$ cat config.mk
export PLATFORM = sky130hd
export DESIGN_NAME = conv_out_requant
export DESIGN_NICKNAME = d
export VERILOG_FILES = /design/src/rtl/conv_out_requant.sv
export SDC_FILE = /design/constraint.sdc
export NUM_CORES = 1
export LEC_CHECK = 0
export CORE_UTILIZATION = 30
export DETAILED_ROUTE_END_ITERATION = 10
export HOLD_SLACK_MARGIN = 0.12
export PLACE_DENSITY = 0.57
export REMOVE_ABC_BUFFERS = 1
export SYNTH_ARGS = -nofsm -noshare
export SYNTH_HDL_FRONTEND = slang
export SYNTH_SLANG_ARGS = --single-unit
$ cat constraint.sdc
create_clock -name clk -period 2.27 [get_ports clk]
set_input_delay 0.3405 -clock clk [delete_from_list [all_inputs] [get_ports clk]]
set_output_delay 0.3405 -clock clk [all_outputs]
set_load 0.02 [all_outputs]
$ cat src/rtl/conv_out_requant.sv
// conv_out_requant: rounds, shifts, optionally ReLUs and saturates the
// conv_128_32 y stream to W_OUT bits, buffers the results in a FIFO and
// tags the last sample of each FRAME_LEN frame.
// Ports:
//   clk, reset            clock, async active-high reset
//   s_data_in_y/s_valid_y/s_ready_y   input sample stream
//   m_data_out_z/m_valid_z/m_ready_z/m_last_z   output stream
//   ovf_count             saturating count of clipped samples
module conv_out_requant #(
  parameter int W_IN      = 21,
  parameter int W_OUT     = 8,
  parameter int SHIFT     = 6,
  parameter int FRAME_LEN = 97,
  parameter int DEPTH     = 4,
  parameter int RELU_EN   = 1
) (
  input  logic                    clk,
  input  logic                    reset,
  input  logic signed [W_IN-1:0]  s_data_in_y,
  input  logic                    s_valid_y,
  output logic                    s_ready_y,
  output logic signed [W_OUT-1:0] m_data_out_z,
  output logic                    m_valid_z,
  input  logic                    m_ready_z,
  output logic                    m_last_z,
  output logic [15:0]             ovf_count
);

  localparam int AW = $clog2(DEPTH);
  localparam int CW = AW + 1;
  localparam int FW = $clog2(FRAME_LEN + 1);

  localparam logic signed [W_IN:0] RND =
    {{W_IN{1'b0}}, 1'b1} << (SHIFT - 1);
  localparam logic signed [W_IN:0] MAXV =
    (W_IN+1)'((1 << (W_OUT - 1)) - 1);
  // Two's complement: ~(2^(n-1)-1) == -2^(n-1)
  localparam logic signed [W_IN:0] MINV = ~MAXV;

  logic signed [W_IN:0] ext;
  logic signed [W_IN:0] sum;
  logic signed [W_IN:0] shr;
  logic signed [W_IN:0] rel;
  logic [W_OUT-1:0]     res;
  logic                 clip;

  logic [W_OUT:0]  mem [DEPTH];
  logic [AW-1:0]   wr_ptr;
  logic [AW-1:0]   rd_ptr;
  logic [CW-1:0]   count;
  logic [FW-1:0]   frame;
  logic            last_in;
  logic            push;
  logic            pop;

  always_comb begin
    ext  = {s_data_in_y[W_IN-1], s_data_in_y};
    sum  = ext + RND;
    shr  = sum >>> SHIFT;
    rel  = shr;
    if (RELU_EN != 0 && shr[W_IN]) rel = '0;
    clip = 1'b0;
    res  = rel[W_OUT-1:0];
    if (rel > MAXV) begin
      res  = MAXV[W_OUT-1:0];
      clip = 1'b1;
    end else if (rel < MINV) begin
      res  = MINV[W_OUT-1:0];
      clip = 1'b1;
    end
  end

  assign s_ready_y = count < CW'(DEPTH);
  assign m_valid_z = count != '0;
  assign push      = s_valid_y && s_ready_y;
  assign pop       = m_valid_z && m_ready_z;
  assign last_in   = frame == FW'(FRAME_LEN - 1);

  // Head entry is masked to zero while the FIFO is empty.
  assign m_data_out_z =
    m_valid_z ? mem[rd_ptr][W_OUT-1:0] : '0;
  assign m_last_z =
    m_valid_z ? mem[rd_ptr][W_OUT] : 1'b0;

  always_ff @(posedge clk) begin
    if (push) mem[wr_ptr] <= {last_in, res};
  end

  always_ff @(posedge clk or posedge reset) begin
    if (reset) begin
      wr_ptr    <= '0;
      rd_ptr    <= '0;
      count     <= '0;
      frame     <= '0;
      ovf_count <= '0;
    end else begin
      if (push) begin
        wr_ptr <= wr_ptr + 1'b1;
        frame  <= last_in ? '0 : frame + 1'b1;
        if (clip && ovf_count != 16'hFFFF)
          ovf_count <= ovf_count + 16'd1;
      end
      if (pop) rd_ptr <= rd_ptr + 1'b1;
      unique case ({push, pop})
        2'b10:   count <= count + 1'b1;
        2'b01:   count <= count - 1'b1;
        default: count <= count;
      endcase
    end
  end

endmodule
==> impl_metrics.py <==
metrics = {
    "outcome": {
        "status": "completed",
    },
    "detailed_routing": {
        "wirelength_um": 5930,
        "num_vias": 2170,
        "via_per_inst": 4.55,
        "wire_per_inst_um": 12.4,
        "drc": 0,
        "drt-initial-drc-count": 52,
        "dr.pass1.iters": 4,
        "ant_nets": 0,
    },
    "placed_design": {
        "portBuffers": 46,
        "place_area_sq_um": 4040,
        "hpwl_um": 4200,
        "place_congestion": 0.766,
    },
    "worst_setup_path": {
        "crit_required_ns": 1.93,
        "crit_type": "reg -> out",
        "regToRegSetupSlack_ns": 0.20,
        "crit_path_start_kind": "flop",
        "arrival_ns": 1.85,
        "crit_path_max_fanout": 5,
        "cp-end-kind": "output pin",
    },
    "finish": {
        "antennaDiodeCount": 0,
        "fill_cells": 987,
        "stdcell_area_sq_um": 4370,
        "regArea_sq_um": 1830,
        "area_growth_pct": 36.7,
        "multi_input_area_sq_um": 1320,
        "drive_above_1_share_pct": 19.9,
        "fin_util_pct": 42.3,
        "layout.nets": 371,
    },
    "yosys": {
        "synth-warning-count": 0,
        "synth_commonest_cells": "36 x edfxtp_1, 30 x dfrtp_1, 24 x xnor2_1, 18 x nand2_1, 16 x and2_1",
        "synth-seq-cells": 66,
        "synth_top_cell_area_share_pct": 33.8,
        "synth.most_common_cell": "edfxtp_1",
        "ys_top_cells_by_area": "edfxtp_1 34%, dfrtp_1 23%, xnor2_1 6.6%",
        "synth_cell_type_count": 39,
        "synth-main-ff-cell": "edfxtp_1",
        "synth_seq_area_share_pct": 57.3,
        "synth_top_area_cell": "edfxtp_1",
        "async_reset_ff_share_pct": 45.5,
        "avgSynthCellArea_sq_um": 12.7,
        "netlist_area_sq_um": 3200,
        "netlist_instances": 251,
        "synth_edf_count": 36,
    },
    "timing": {
        "skew_ns": 0.0124,
        "tightest_slew_ns": 0.511,
        "setup_violations": 0,
        "timing.final.crit_share_pct": 96.6,
        "finalHoldViolCount": 0,
        "rsz0062_at_grt": "no",
        "timing.fmax_ghz": 0.456,
        "final.min_clock_period_ns": 2.19,
        "relSlewSlack_pct": 65.6,
        "slew_violations": 0,
    },
    "global_routing": {
        "grt.total_usage_pct": 12.0,
        "antenna_found_initial": 0,
        "grt_pass1_vias": 2128,
        "grt_overflow": 0,
        "grt_max_degree": 31,
        "grt_pass1_wl_um": 10100,
    },
    "floorplan": {
        "placementRows": 37,
        "die_area_sq_um": 11100,
        "start_util_pct": 31.0,
        "core-area_sq_um": 10300,
        "die_h_um": 105,
        "ios": 52,
        "die_w_um": 105,
    },
    "cts": {
        "clock_latency_ns": 0.34,
        "cts_sinks": 66,
        "cts_root_buffer": "clkbuf_8",
        "cts_tree": "done",
        "cts_inserted_buffers": 9,
        "htree_levels": 3,
        "clk_pin_slew_ns": 0.08,
        "cts_max_path_buffers": 2,
        "ctsHoldBuffers": 0,
    },
    "pwr": {
        "cellLeakagePower_nw": 1.72,
        "p_total_w": 0.00458,
        "power_density_nw_per_um2": 1050,
        "peakVddDrop_uv": 604,
    },
    "min_path": {
        "hp-class": "in -> async",
    },
    "run": {
        "max_cap_viol_count": 0,
    },
}
## cell families (layout without fill, tap and decap cells)
group	after synthesis	after routing	synth area share, %
other cells	1	4	0.117
buf+inv	21	108	2.62
xor+xnor	28	28	7.67
compound gates	20	20	4.39
flops	66	66	57.3
simple gates	91	91	15.7
mux	14	14	7.99
fa+ha+maj	10	10	4.15
## metrics by stage
stage / instances / TNS [ns] / hold slack [ns] / worst slack [ns]
CTS: 474 / 0 / 0.377 / 0.0148
global route: 477 / 0 / 0.391 / 0.00859
floorplan: 245 / -1.21 / 0.431 / -0.246
finish: 477 / 0 / 0.374 / 0.0772
detailed placement: 458 / -13.16 / 0.463 / -0.356
global placement: 458 / -9.30 / 0.463 / -0.277
## state kept, by name (all words and copies together), names as in the netlist
name	count
mem	36
ovf_count	16
frame	7
count	3
rd_ptr	2
wr_ptr	2
## layer usage
layer / vias to the layer above / track usage (%) / part of all wire (%)
li1: 1073 / - / -
met1: 1037 / 16.2 / 50
met2: 52 / 17.6 / 44
met3: 8 / 3.99 / 4.7
met4: 0 / 4.83 / 1.2
met5: - / 0 / 0
## final cells by class
| type | instances | area share [%] |
|---|---|---|
| Sequential cell | 66 | 42.0 |
| Clock inverter | 7 | 2.84 |
| Clock buffer | 9 | 2.84 |
| Timing Repair Buffer | 80 | 17.3 |
| Multi-Input combinational cell | 167 | 30.2 |
| Tap cell | 136 | 3.89 |
| Inverter | 12 | 1.03 |
## worst max-delay path, stage by stage, from the launching register on
cell           delay, ns
dfrtp_2             0.41
clkbuf_16           0.16
mux4_2              0.48
and2_1              0.16
dlygate4sd2_1       0.31
## cell usage in the layout, fill, tap and decap left out, types with 9 or more instances in the layout
cell type | netlist | layout
edfxtp_1 | 36 | 36
clkbuf_8 | 0 | 9
nand3_1 | 13 | 13
and3_1 | 9 | 9
nand2_1 | 18 | 17
xnor2_1 | 24 | 24
inv_1 | 12 | 12
and2_1 | 16 | 16
dfrtp_1 | 30 | 29
buf_4 | 1 | 30
nand4_1 | 10 | 10
clkdlybuf4s50_1 | 0 | 35
mux4_2 | 9 | 9
## what timing repair did
| action | CTS | global route |
|---|---|---|
| gates resized for setup | 9 | 19 |
| buffers inserted | 0 | 1 |
| pin swaps | 0 | 6 |
| endpoints found under the setup margin | 9 | 48 |
| cloned | 0 | 2 |
## final timing paths
path	to	cells after the start	start
worst max-delay path	m_data_out_z[7]	4	rd_ptr[0]
worst min-delay path	ovf_count[15]	3	reset
worst max register to register	ovf_count[1]	8	ovf_count[0]
worst min register to register	count[0]	1	count[0]
max in group asynchronous	rd_ptr[0]	3	reset
min in group clk	count[0]	1	count[0]
## report_power, final
| group | switching [W] | internal (W) | total (W) |
|---|---|---|---|
| Clock | 0.000470 | 0.000739 | 0.00121 |
| Sequential | 0.000154 | 0.00152 | 0.00168 |
| Combinational | 0.000826 | 0.000868 | 0.00169 |
Note: power is estimated with default switching activity, not from simulation.
